## src/rtl/mmc1_config_sequencer.sv

```systemverilog
// Serial-port programmer for MMC1-class mappers: turns one parallel register write
// into an optional reset write plus five LSB-first bus writes, and tracks shadow copies.
module mmc1_config_sequencer #(
  parameter int unsigned M2_HALF = 4
) (
  input  logic       clk_i,
  input  logic       rst_i,
  input  logic       req_valid_i,
  output logic       req_ready_o,
  input  logic [1:0] req_sel_i,
  input  logic [4:0] req_data_i,
  input  logic       req_reset_i,
  output logic       cpu_m2_o,
  output logic       ncpu_romsel_o,
  output logic       ncpu_rw_o,
  output logic       cpu_a14_o,
  output logic       cpu_a13_o,
  output logic       cpu_d0_o,
  output logic       cpu_d7_o,
  output logic       busy_o,
  output logic       done_o,
  output logic [4:0] sh_control_o,
  output logic [4:0] sh_chr0_o,
  output logic [4:0] sh_chr1_o,
  output logic [4:0] sh_prg_o,
  output logic       sh_valid_o
);

  localparam logic [7:0] HALF_LAST = 8'(M2_HALF - 1);
  localparam logic [4:0] CTRL_RESET_BITS = 5'b01100;

  typedef enum logic [1:0] {
    S_IDLE   = 2'd0,
    S_SETUP  = 2'd1,
    S_STROBE = 2'd2,
    S_GAP    = 2'd3
  } state_e;

  state_e     state_q, state_d;
  logic [7:0] cnt_q, cnt_d;
  logic       gap_hi_q, gap_hi_d;
  logic [2:0] slot_q, slot_d;
  logic [1:0] sel_q, sel_d;
  logic [4:0] data_q, data_d;
  logic [4:0] sh_control_q, sh_control_d;
  logic [4:0] sh_chr0_q, sh_chr0_d;
  logic [4:0] sh_chr1_q, sh_chr1_d;
  logic [4:0] sh_prg_q, sh_prg_d;
  logic       sh_valid_q, sh_valid_d;
  logic       done_q, done_d;

  logic       m2_q, m2_d;
  logic       romsel_n_q, romsel_n_d;
  logic       rw_n_q, rw_n_d;
  logic [1:0] addr_q, addr_d;
  logic       d0_q, d0_d;
  logic       d7_q, d7_d;
  logic       ready_q, ready_d;
  logic       busy_q, busy_d;
  logic       write_ph_s;

  // Slot n (1..5) carries data bit n-1; slot 0 is the reset write and carries no data.
  function automatic logic data_bit(input logic [4:0] d, input logic [2:0] s);
    logic b;
    case (s)
      3'd1:    b = d[0];
      3'd2:    b = d[1];
      3'd3:    b = d[2];
      3'd4:    b = d[3];
      3'd5:    b = d[4];
      default: b = 1'b0;
    endcase
    return b;
  endfunction

  // Sequencing state, request latch and shadow updates.
  always_comb begin
    state_d      = state_q;
    cnt_d        = cnt_q;
    gap_hi_d     = gap_hi_q;
    slot_d       = slot_q;
    sel_d        = sel_q;
    data_d       = data_q;
    sh_control_d = sh_control_q;
    sh_chr0_d    = sh_chr0_q;
    sh_chr1_d    = sh_chr1_q;
    sh_prg_d     = sh_prg_q;
    sh_valid_d   = sh_valid_q;
    done_d       = 1'b0;
    case (state_q)
      S_IDLE: begin
        if (req_valid_i) begin
          sel_d    = req_sel_i;
          data_d   = req_data_i;
          slot_d   = req_reset_i ? 3'd0 : 3'd1;
          cnt_d    = 8'd0;
          gap_hi_d = 1'b0;
          state_d  = S_SETUP;
        end else begin
          state_d = S_IDLE;
        end
      end
      S_SETUP, S_STROBE, S_GAP: begin
        if (cnt_q != HALF_LAST) begin
          cnt_d = cnt_q + 8'd1;
        end else begin
          cnt_d = 8'd0;
          if (state_q == S_SETUP) begin
            state_d = S_STROBE;
          end else if (state_q == S_STROBE) begin
            // M2 falls here: this is the edge the mapper latches the bit on.
            state_d  = S_GAP;
            gap_hi_d = 1'b0;
            if (slot_q == 3'd0) begin
              sh_control_d = sh_control_q | CTRL_RESET_BITS;
              sh_valid_d   = 1'b1;
            end else if (slot_q == 3'd5) begin
              case (sel_q)
                2'b00:   sh_control_d = data_q;
                2'b01:   sh_chr0_d    = data_q;
                2'b10:   sh_chr1_d    = data_q;
                default: sh_prg_d     = data_q;
              endcase
            end else begin
              sh_valid_d = sh_valid_q;
            end
          end else if (!gap_hi_q) begin
            gap_hi_d = 1'b1;
          end else if (slot_q == 3'd5) begin
            state_d = S_IDLE;
            done_d  = 1'b1;
          end else begin
            slot_d  = slot_q + 3'd1;
            state_d = S_SETUP;
          end
        end
      end
      default: state_d = S_IDLE;
    endcase
  end

  // Bus pin values for the coming cycle, derived from the next state so they register cleanly.
  always_comb begin
    write_ph_s = (state_d == S_SETUP) || (state_d == S_STROBE);
    m2_d       = (state_d == S_STROBE) || ((state_d == S_GAP) && gap_hi_d);
    romsel_n_d = (state_d != S_STROBE);
    rw_n_d     = !write_ph_s;
    addr_d     = (state_d == S_IDLE) ? 2'b00 : sel_d;
    d7_d       = write_ph_s && (slot_d == 3'd0);
    d0_d       = write_ph_s && data_bit(data_d, slot_d);
    ready_d    = (state_d == S_IDLE);
    busy_d     = (state_d != S_IDLE);
  end

  // State and output registers.
  always_ff @(posedge clk_i) begin
    if (rst_i) begin
      state_q      <= S_IDLE;
      cnt_q        <= 8'd0;
      gap_hi_q     <= 1'b0;
      slot_q       <= 3'd0;
      sel_q        <= 2'b00;
      data_q       <= 5'd0;
      sh_control_q <= CTRL_RESET_BITS;
      sh_chr0_q    <= 5'd0;
      sh_chr1_q    <= 5'd0;
      sh_prg_q     <= 5'd0;
      sh_valid_q   <= 1'b0;
      done_q       <= 1'b0;
      m2_q         <= 1'b0;
      romsel_n_q   <= 1'b1;
      rw_n_q       <= 1'b1;
      addr_q       <= 2'b00;
      d0_q         <= 1'b0;
      d7_q         <= 1'b0;
      ready_q      <= 1'b1;
      busy_q       <= 1'b0;
    end else begin
      state_q      <= state_d;
      cnt_q        <= cnt_d;
      gap_hi_q     <= gap_hi_d;
      slot_q       <= slot_d;
      sel_q        <= sel_d;
      data_q       <= data_d;
      sh_control_q <= sh_control_d;
      sh_chr0_q    <= sh_chr0_d;
      sh_chr1_q    <= sh_chr1_d;
      sh_prg_q     <= sh_prg_d;
      sh_valid_q   <= sh_valid_d;
      done_q       <= done_d;
      m2_q         <= m2_d;
      romsel_n_q   <= romsel_n_d;
      rw_n_q       <= rw_n_d;
      addr_q       <= addr_d;
      d0_q         <= d0_d;
      d7_q         <= d7_d;
      ready_q      <= ready_d;
      busy_q       <= busy_d;
    end
  end

  assign req_ready_o   = ready_q;
  assign cpu_m2_o      = m2_q;
  assign ncpu_romsel_o = romsel_n_q;
  assign ncpu_rw_o     = rw_n_q;
  assign cpu_a14_o     = addr_q[1];
  assign cpu_a13_o     = addr_q[0];
  assign cpu_d0_o      = d0_q;
  assign cpu_d7_o      = d7_q;
  assign busy_o        = busy_q;
  assign done_o        = done_q;
  assign sh_control_o  = sh_control_q;
  assign sh_chr0_o     = sh_chr0_q;
  assign sh_chr1_o     = sh_chr1_q;
  assign sh_prg_o      = sh_prg_q;
  assign sh_valid_o    = sh_valid_q;

endmodule

```

## config.mk

```make
export PLATFORM = sky130hd
export DESIGN_NAME = mmc1_config_sequencer
export DESIGN_NICKNAME = d
export VERILOG_FILES = /design/src/rtl/mmc1_config_sequencer.sv
export SDC_FILE = /design/constraint.sdc
export NUM_CORES = 1
export LEC_CHECK = 0
export BUFFER_PORTS_ARGS = -buffer_cell sky130_fd_sc_hd__buf_2
export CORE_MARGIN = 2
export CORE_UTILIZATION = 50
export CTS_CLUSTER_DIAMETER = 60
export DETAILED_ROUTE_END_ITERATION = 8
export PLACE_DENSITY = 0.7
export SLEW_MARGIN = 20
export SYNTH_ARGS = -nofsm -noshare
export SYNTH_HDL_FRONTEND = slang
export SYNTH_SLANG_ARGS = --single-unit
export TNS_END_PERCENT = 10
```

## constraint.sdc

```tcl
create_clock -name clk_i -period 5.4 [get_ports clk_i]
set_clock_uncertainty 0.15 [all_clocks]
set_input_delay 0.81 -clock clk_i [delete_from_list [all_inputs] [get_ports clk_i]]
set_output_delay 0.81 -clock clk_i [all_outputs]
set_load 0.005 [all_outputs]
```

==> flow_metrics.env, run 1 <==
export IMPL_synth_compound_area_share_pct=10.1
export IMPL_cts_path_max_buffers=2
export IMPL_grt_max_degree=45
export IMPL_p_int_uw=504
export IMPL_die_h_um=73.2
export IMPL_cp_start_kind="register"
export IMPL_path_max_fanout=5
export IMPL_status="finished, final reports clean"
export IMPL_fin_tns_setup_ps=0
export IMPL_synth_edff_count=0
export IMPL_fin_util_pct=58.3
export IMPL_first_pass_iters=4
export IMPL_num_antenna_cells=0
export IMPL_power_frac_comb_pct=8.2
export IMPL_peakVddDrop_mv=0.217
export IMPL_synth_commonest_cells="dfxtp_1 (52), nor2_1 (39), mux2i_1 (23), nand2_1 (23), a21oi_1 (17)"
export IMPL_tightest_slew_ps=814
export IMPL_holdCritPathClass="reg -> reg"
export IMPL_gp_congestion=0.841
export IMPL_cts_sinks=52
export IMPL_rsz0062_at_grt="no"
export IMPL_die_w_um=73.2
export IMPL_synth_most_common_cell="dfxtp_1"
export IMPL_endpoint_kind="register"
export IMPL_postCtsSetupBuffers=0
export IMPL_power_uw=675
export IMPL_synthFlopType="dfxtp_1"
export IMPL_synth_cell_types=51
export IMPL_synth_fa_ha_area_share_pct=6.27
export IMPL_ys_seq_elements=52
export IMPL_power_density_nw_per_um2=248
export IMPL_yosysTopAreaCell="dfxtp_1"
export IMPL_async_flop_share_pct=0
export IMPL_drtIter0Drc=94
export IMPL_antenna_found_initial=0
export IMPL_yosysWarnings=0
export IMPL_n_fill_cell=423
export IMPL_arrival_ps=2920
export IMPL_setup_violations=0
export IMPL_synth_top_family_by_area="simple AND/OR/NAND/NOR gates"
export IMPL_core_area_sq_um=4660
export IMPL_switching_power_uw=170
export IMPL_hold_buffers=0
export IMPL_ys_seq_area_share_pct=43.5
export IMPL_vias=1909
export IMPL_max_slew_margin_pct=45.7
export IMPL_drc=0
export IMPL_htreeDepth=2
export IMPL_grt_pass1_wl_mm=7.89
export IMPL_initial_core_util_pct=51.4
export IMPL_clk_pin_slew_ps=100
export IMPL_fmax_mhz=354
export IMPL_post_route_min_period_ps=2820
export IMPL_cts_tree="yes"
export IMPL_dieArea_sq_um=5360
export IMPL_power_leakage_nw=1.33
export IMPL_post_drt_wl_per_cell_um=13.4
export IMPL_routed_wl_mm=4.82
export IMPL_power_share_switching_pct=25.2
export IMPL_yosys_area_share_simple_pct=26.5
export IMPL_maxSlewViolCount=0
export IMPL_gr_usage_all_layers_pct=19.2
export IMPL_rows=25
export IMPL_syn_avg_cell_area_sq_um=9.07
export IMPL_ios=42
export IMPL_nNetsFinal=327
export IMPL_globalRouteOverflowTotal=0
export IMPL_required_ps=5500
export IMPL_syn_cell_area_sq_um=2390
export IMPL_port_buffers=41
export IMPL_synthMuxAreaShare_pct=10.1
export IMPL_path_class="reg -> reg"
export IMPL_seqPwrFrac_pct=59.0
export IMPL_synthCells=264
export IMPL_final_hold_violation_count=0
export IMPL_area_growth_pct=13.6
export IMPL_clkPwrFrac_pct=32.8
export IMPL_grt_pass1_vias=1670
export IMPL_drv_cap=0
export IMPL_period_share_pct=52.3
export IMPL_via_per_inst=5.32
export IMPL_syn_num_nets=287
export IMPL_clock_latency_ps=310
export IMPL_synth_area_leaders="dfxtp_1 (43%), mux2i_1 (9.6%), ha_1 (6.3%), nor2_1 (6.1%), nand2_1 (3.6%)"
export IMPL_layout_drive_gt1_share_pct=20.7
export IMPL_synthXorXnorAreaFrac_pct=0
export IMPL_antenna_left=0
export IMPL_cts_repair_resized=0
export IMPL_cts_buffers=5
export IMPL_clockRootBuffer="clkbuf_8"
export IMPL_hpwl_mm=3.48
export IMPL_synth_top_cell_area_share_pct=43.5
==> worst max-delay path, cell delays in order, from the launching register on <==
cell and delay (ps):
dfxtp_1 380, ha_1 230, or4b_4 530, nor4_2 350, o21a_1 180, a21oi_1 30, or2_1 240, ha_1 290
nand2_1 80, o21bai_1 170, a211oi_2 130
==> final timing paths <==
| path | startpoint | to | slack, ps | cells after the start |
|---|---|---|---|---|
| max | cnt_q[0] | cpu_d0_o | 2580 | 10 |
| min reg2reg | sh_control_o[1] | sh_control_o[1] | 310 | 2 |
| min | sh_control_o[1] | sh_control_o[1] | 310 | 2 |
| max reg2reg | cnt_q[0] | cpu_d0_o | 2580 | 10 |
==> state kept, by name, indices dropped and copies added, names as in the netlist, 2 cells and up <==
signal        count
addr_q            2
cnt_q             8
sh_control_o      5
slot_q            3
sh_chr1_o         5
data_q            5
sh_chr0_o         5
sh_prg_o          5
sel_q             2
state_q           2
==> routing by layer <==
| metal | vias up | routed length, um | GRT usage (%) |
|---|---|---|---|
| met5 | - | 0 | 0 |
| met3 | 7 | 184 | 5.52 |
| met2 | 33 | 2140 | 28.5 |
| met4 | 0 | 87 | 7.41 |
| met1 | 877 | 2410 | 26.2 |
| li1 | 992 | - | - |
==> logic make-up (layout without fill, tap and decap cells) <==
kind of cell,count (synthesis),count (layout)
simple gates,116,116
flops,52,52
compound gates,39,39
mux,24,24
buf+inv,21,62
fa+ha+maj,12,12
==> through the flow <==
| stage | setup slack [ps] | hold WS [ps] | cells | cell area, sq um |
|---|---|---|---|---|
| 3_5_place_dp | 2570 | 296 | 351 | 2630 |
| 2_1_floorplan | 2820 | 303 | 264 | 2390 |
| 6_report | 2580 | 305 | 359 | 2720 |
| 5_1_grt | 2350 | 338 | 359 | 2720 |
| 3_3_place_gp | 2670 | 291 | 351 | 2630 |
| 4_1_cts | 2550 | 310 | 359 | 2720 |
==> layout make-up <==
| cell class | instances | area (sq um) | area share, % |
|---|---|---|---|
| clock buffer | 6 | 72.6 | 2.67 |
| sequential | 52 | 1040 | 38.3 |
| inverter | 13 | 48.8 | 1.79 |
| clock inverter | 2 | 16.3 | 0.598 |
| tap | 54 | 67.6 | 2.49 |
| timing repair buffer | 41 | 205 | 7.55 |
| multi-input combinational | 191 | 1270 | 46.6 |
==> cell usage in the layout (no fill, tap or decap), types with 2 or more instances in the layout <==
| cell type | count |
|---|---|
| and2_1 | 2 |
| nand3b_4 | 2 |
| ha_1 | 12 |
| inv_1 | 13 |
| nor2b_1 | 7 |
| and3_1 | 4 |
| nand3b_1 | 5 |
| nand4_1 | 3 |
| buf_2 | 41 |
| mux2i_1 | 23 |
| nor2_1 | 39 |
| or2_1 | 2 |
| nor3_1 | 6 |
| nand2b_1 | 2 |
| nand3_1 | 6 |
| dfxtp_1 | 52 |
| nand2_1 | 23 |
| clkbuf_8 | 5 |
| o21ai_0 | 9 |
| a21oi_1 | 17 |
==> power by group through the flow <==
stage	sequential [mW]	combinational [mW]	clock (mW)
global route	0.399	0.0619	0.243
floorplan	0.405	0.0398	0
detailed placement	0.407	0.0550	0
CTS	0.398	0.0553	0.226
global placement	0.407	0.0547	0
finish	0.398	0.0553	0.221
Note: power is estimated with default switching activity, not from simulation.
==> inputs of run 2 (changes only) <==
Settings changed: PLACE_DENSITY 0.7 to 0.72.
Clock period 5.4 ns to 2.3 ns, I/O delays scaled along.
==> run 2 against run 1 <==
The run now ends with setup timing left. Combinational power increased to 2.8 times the previous value. First-iteration DRC count increased by 6.4%. Clock power increased to 2.9 times the previous value. Final cell count increased by 7.5%. Register-to-register slack got worse by 2800 ps. Final area increased by 11%. Worst hold slack got worse by 170 ps. Via count increased by 8.6%. Sequential share of layout area decreased by 3.9 points. Setup slack got worse by 2800 ps. Critical path type unchanged. Largest cell class unchanged. Largest power group unchanged.
==> flow_metrics.env, run 2 (same netlist as run 1, synthesis figures left out) <==
export IMPL_power_leakage_nw=1.48
export IMPL_clock_latency_ps=310
export IMPL_die_h_um=73.2
export IMPL_maxSlewViolCount=0
export IMPL_final_hold_violation_count=0
export IMPL_r2r_cells=10
export IMPL_fin_tns_setup_ps=-584
export IMPL_initial_core_util_pct=51.4
export IMPL_final_common_cell="dfxtp_1"
export IMPL_hold_buffers=0
export IMPL_endpoint_kind="register"
export IMPL_regToRegStartpoint="cnt_q[0]"
export IMPL_cts_sinks=52
export IMPL_setup_worst_path_start="cnt_q[0]"
export IMPL_power_share_switching_pct=23.9
export IMPL_r2r_setup_slack_ps=-190
export IMPL_grt_pass1_wl_mm=8.11
export IMPL_period_share_pct=108
export IMPL_clkPwrFrac_pct=36.8
export IMPL_switching_power_uw=413
export IMPL_grt_max_degree=40
export IMPL_layout_drive_gt1_share_pct=32.5
export IMPL_hold_depth=3
export IMPL_power_mw=1.73
export IMPL_cts_buffers=5
export IMPL_drtIter0Drc=100
export IMPL_vias=2074
export IMPL_clockRootBuffer="clkbuf_8"
export IMPL_largest_reg_flops=8
export IMPL_path_class="reg -> reg"
export IMPL_gp_congestion=0.866
export IMPL_rsz0062_at_grt="yes"
export IMPL_gr_usage_all_layers_pct=19.7
export IMPL_globalRouteOverflowTotal=0
export IMPL_die_w_um=73.2
export IMPL_core_area_sq_um=4660
export IMPL_peakVddDrop_mv=0.406
export IMPL_antenna_found_initial=0
export IMPL_first_pass_iters=4
export IMPL_hold_start="req_data_i[2]"
export IMPL_fmax_mhz=401
export IMPL_status="finished with violations"
export IMPL_hpwl_mm=3.81
export IMPL_port_buffers=41
export IMPL_via_per_inst=5.37
export IMPL_ios=42
export IMPL_holdCritPathClass="in -> reg"
export IMPL_dieArea_sq_um=5360
export IMPL_rows=25
export IMPL_n_fill_cell=392
export IMPL_tightest_slew_ps=407
export IMPL_cts_path_max_buffers=2
export IMPL_rr_endpoint="cpu_d0_o"
export IMPL_setup_violations=5
export IMPL_pre_cts_slack_ps=-212
export IMPL_p_int_mw=1.32
export IMPL_max_slew_margin_pct=72.9
export IMPL_violations="setup timing"
export IMPL_path_max_fanout=4
export IMPL_routed_wl_mm=5.19
export IMPL_power_frac_comb_pct=9.1
export IMPL_clk_pin_slew_ps=100
export IMPL_cts_tree="yes"
export IMPL_drv_cap=0
export IMPL_required_ps=2380
export IMPL_cp_start_kind="register"
export IMPL_antenna_left=0
export IMPL_setup_slack_ps=-193
export IMPL_final_cell_mix="dfxtp_1 (50), buf_2 (41), nor2_1 (38)"
export IMPL_drc=0
export IMPL_seqPwrFrac_pct=54.1
export IMPL_htreeDepth=2
export IMPL_largest_register="cnt_q"
export IMPL_area_growth_pct=26.6
export IMPL_arrival_ps=2570
export IMPL_num_antenna_cells=0
export IMPL_post_drt_wl_per_cell_um=13.4
export IMPL_nNetsFinal=354
export IMPL_holdPathEnd="data_q[2]"
export IMPL_grt_pass1_vias=1784
export IMPL_power_density_nw_per_um2=570
export IMPL_post_route_min_period_ps=2490
==> run 2: metal layers <==
layer	vias to the layer above	global-route usage, %	share of wire (%)
met5	-	0	0
met1	971	27.2	48
met3	13	4.83	4.4
li1	1039	-	-
met4	0	7.82	2.3
met2	51	29.4	45
==> run 2: through the flow <==
stage          instance area [sq um]  hold WS (ps)  utilization [%]  cells
2_1_floorplan                   2400           303                -    264
6_report                        3030           137             65.0    386
5_1_grt                         3030           153             65.0    386
4_1_cts                         2960           141             63.5    385
3_3_place_gp                    2830           292             60.8    377
3_5_place_dp                    2830           295             60.8    377
==> run 2: worst max-delay path by stage <==
stage | to | slack, ps | cells past startpoint
floorplan | cpu_d0_o | -220 | 10
global placement | cpu_d0_o | -160 | 10
detailed placement | cpu_d0_o | -210 | 10
CTS | cpu_d0_o | -220 | 10
global route | cpu_d0_o | -290 | 10
finish | cpu_d0_o | -190 | 10
==> run 2: power by group through the flow <==
stage	Clock (mW)	Combinational, mW	Sequential, mW
2_1_floorplan	0	0.0935	0.952
3_5_place_dp	0	0.145	0.956
4_1_cts	0.648	0.148	0.935
6_report	0.636	0.157	0.935
3_3_place_gp	0	0.144	0.955
5_1_grt	0.681	0.173	0.938
==> run 2: repair_timing <==
item                                    4_1_cts  5_1_grt
resized for setup                             6       15
buffers inserted                              0        1
endpoints found under the setup margin       22       38
hold endpoints to repair                      0        0
pin swaps                                     2        4
==> run 2: area by class of cell <==
| class | instances | area (sq um) | area share (%) |
|---|---|---|---|
| multi-input combinational | 191 | 1350 | 44.6 |
| clock buffer | 6 | 72.6 | 2.39 |
| tap | 54 | 67.6 | 2.23 |
| sequential | 52 | 1040 | 34.4 |
| timing repair buffer | 68 | 408 | 13.5 |
| inverter | 13 | 48.8 | 1.61 |
| clock inverter | 2 | 38.8 | 1.28 |
==> run 2: worst max-delay path, cell delays in order, from the launching register on <==
cell	delay [ps]
dfxtp_2	370
ha_4	130
or4b_4	470
nor4_4	210
o21a_1	180
a21oi_2	40
or2_4	240
ha_4	270
nand2_4	40
o21bai_1	160
a211oi_2	140
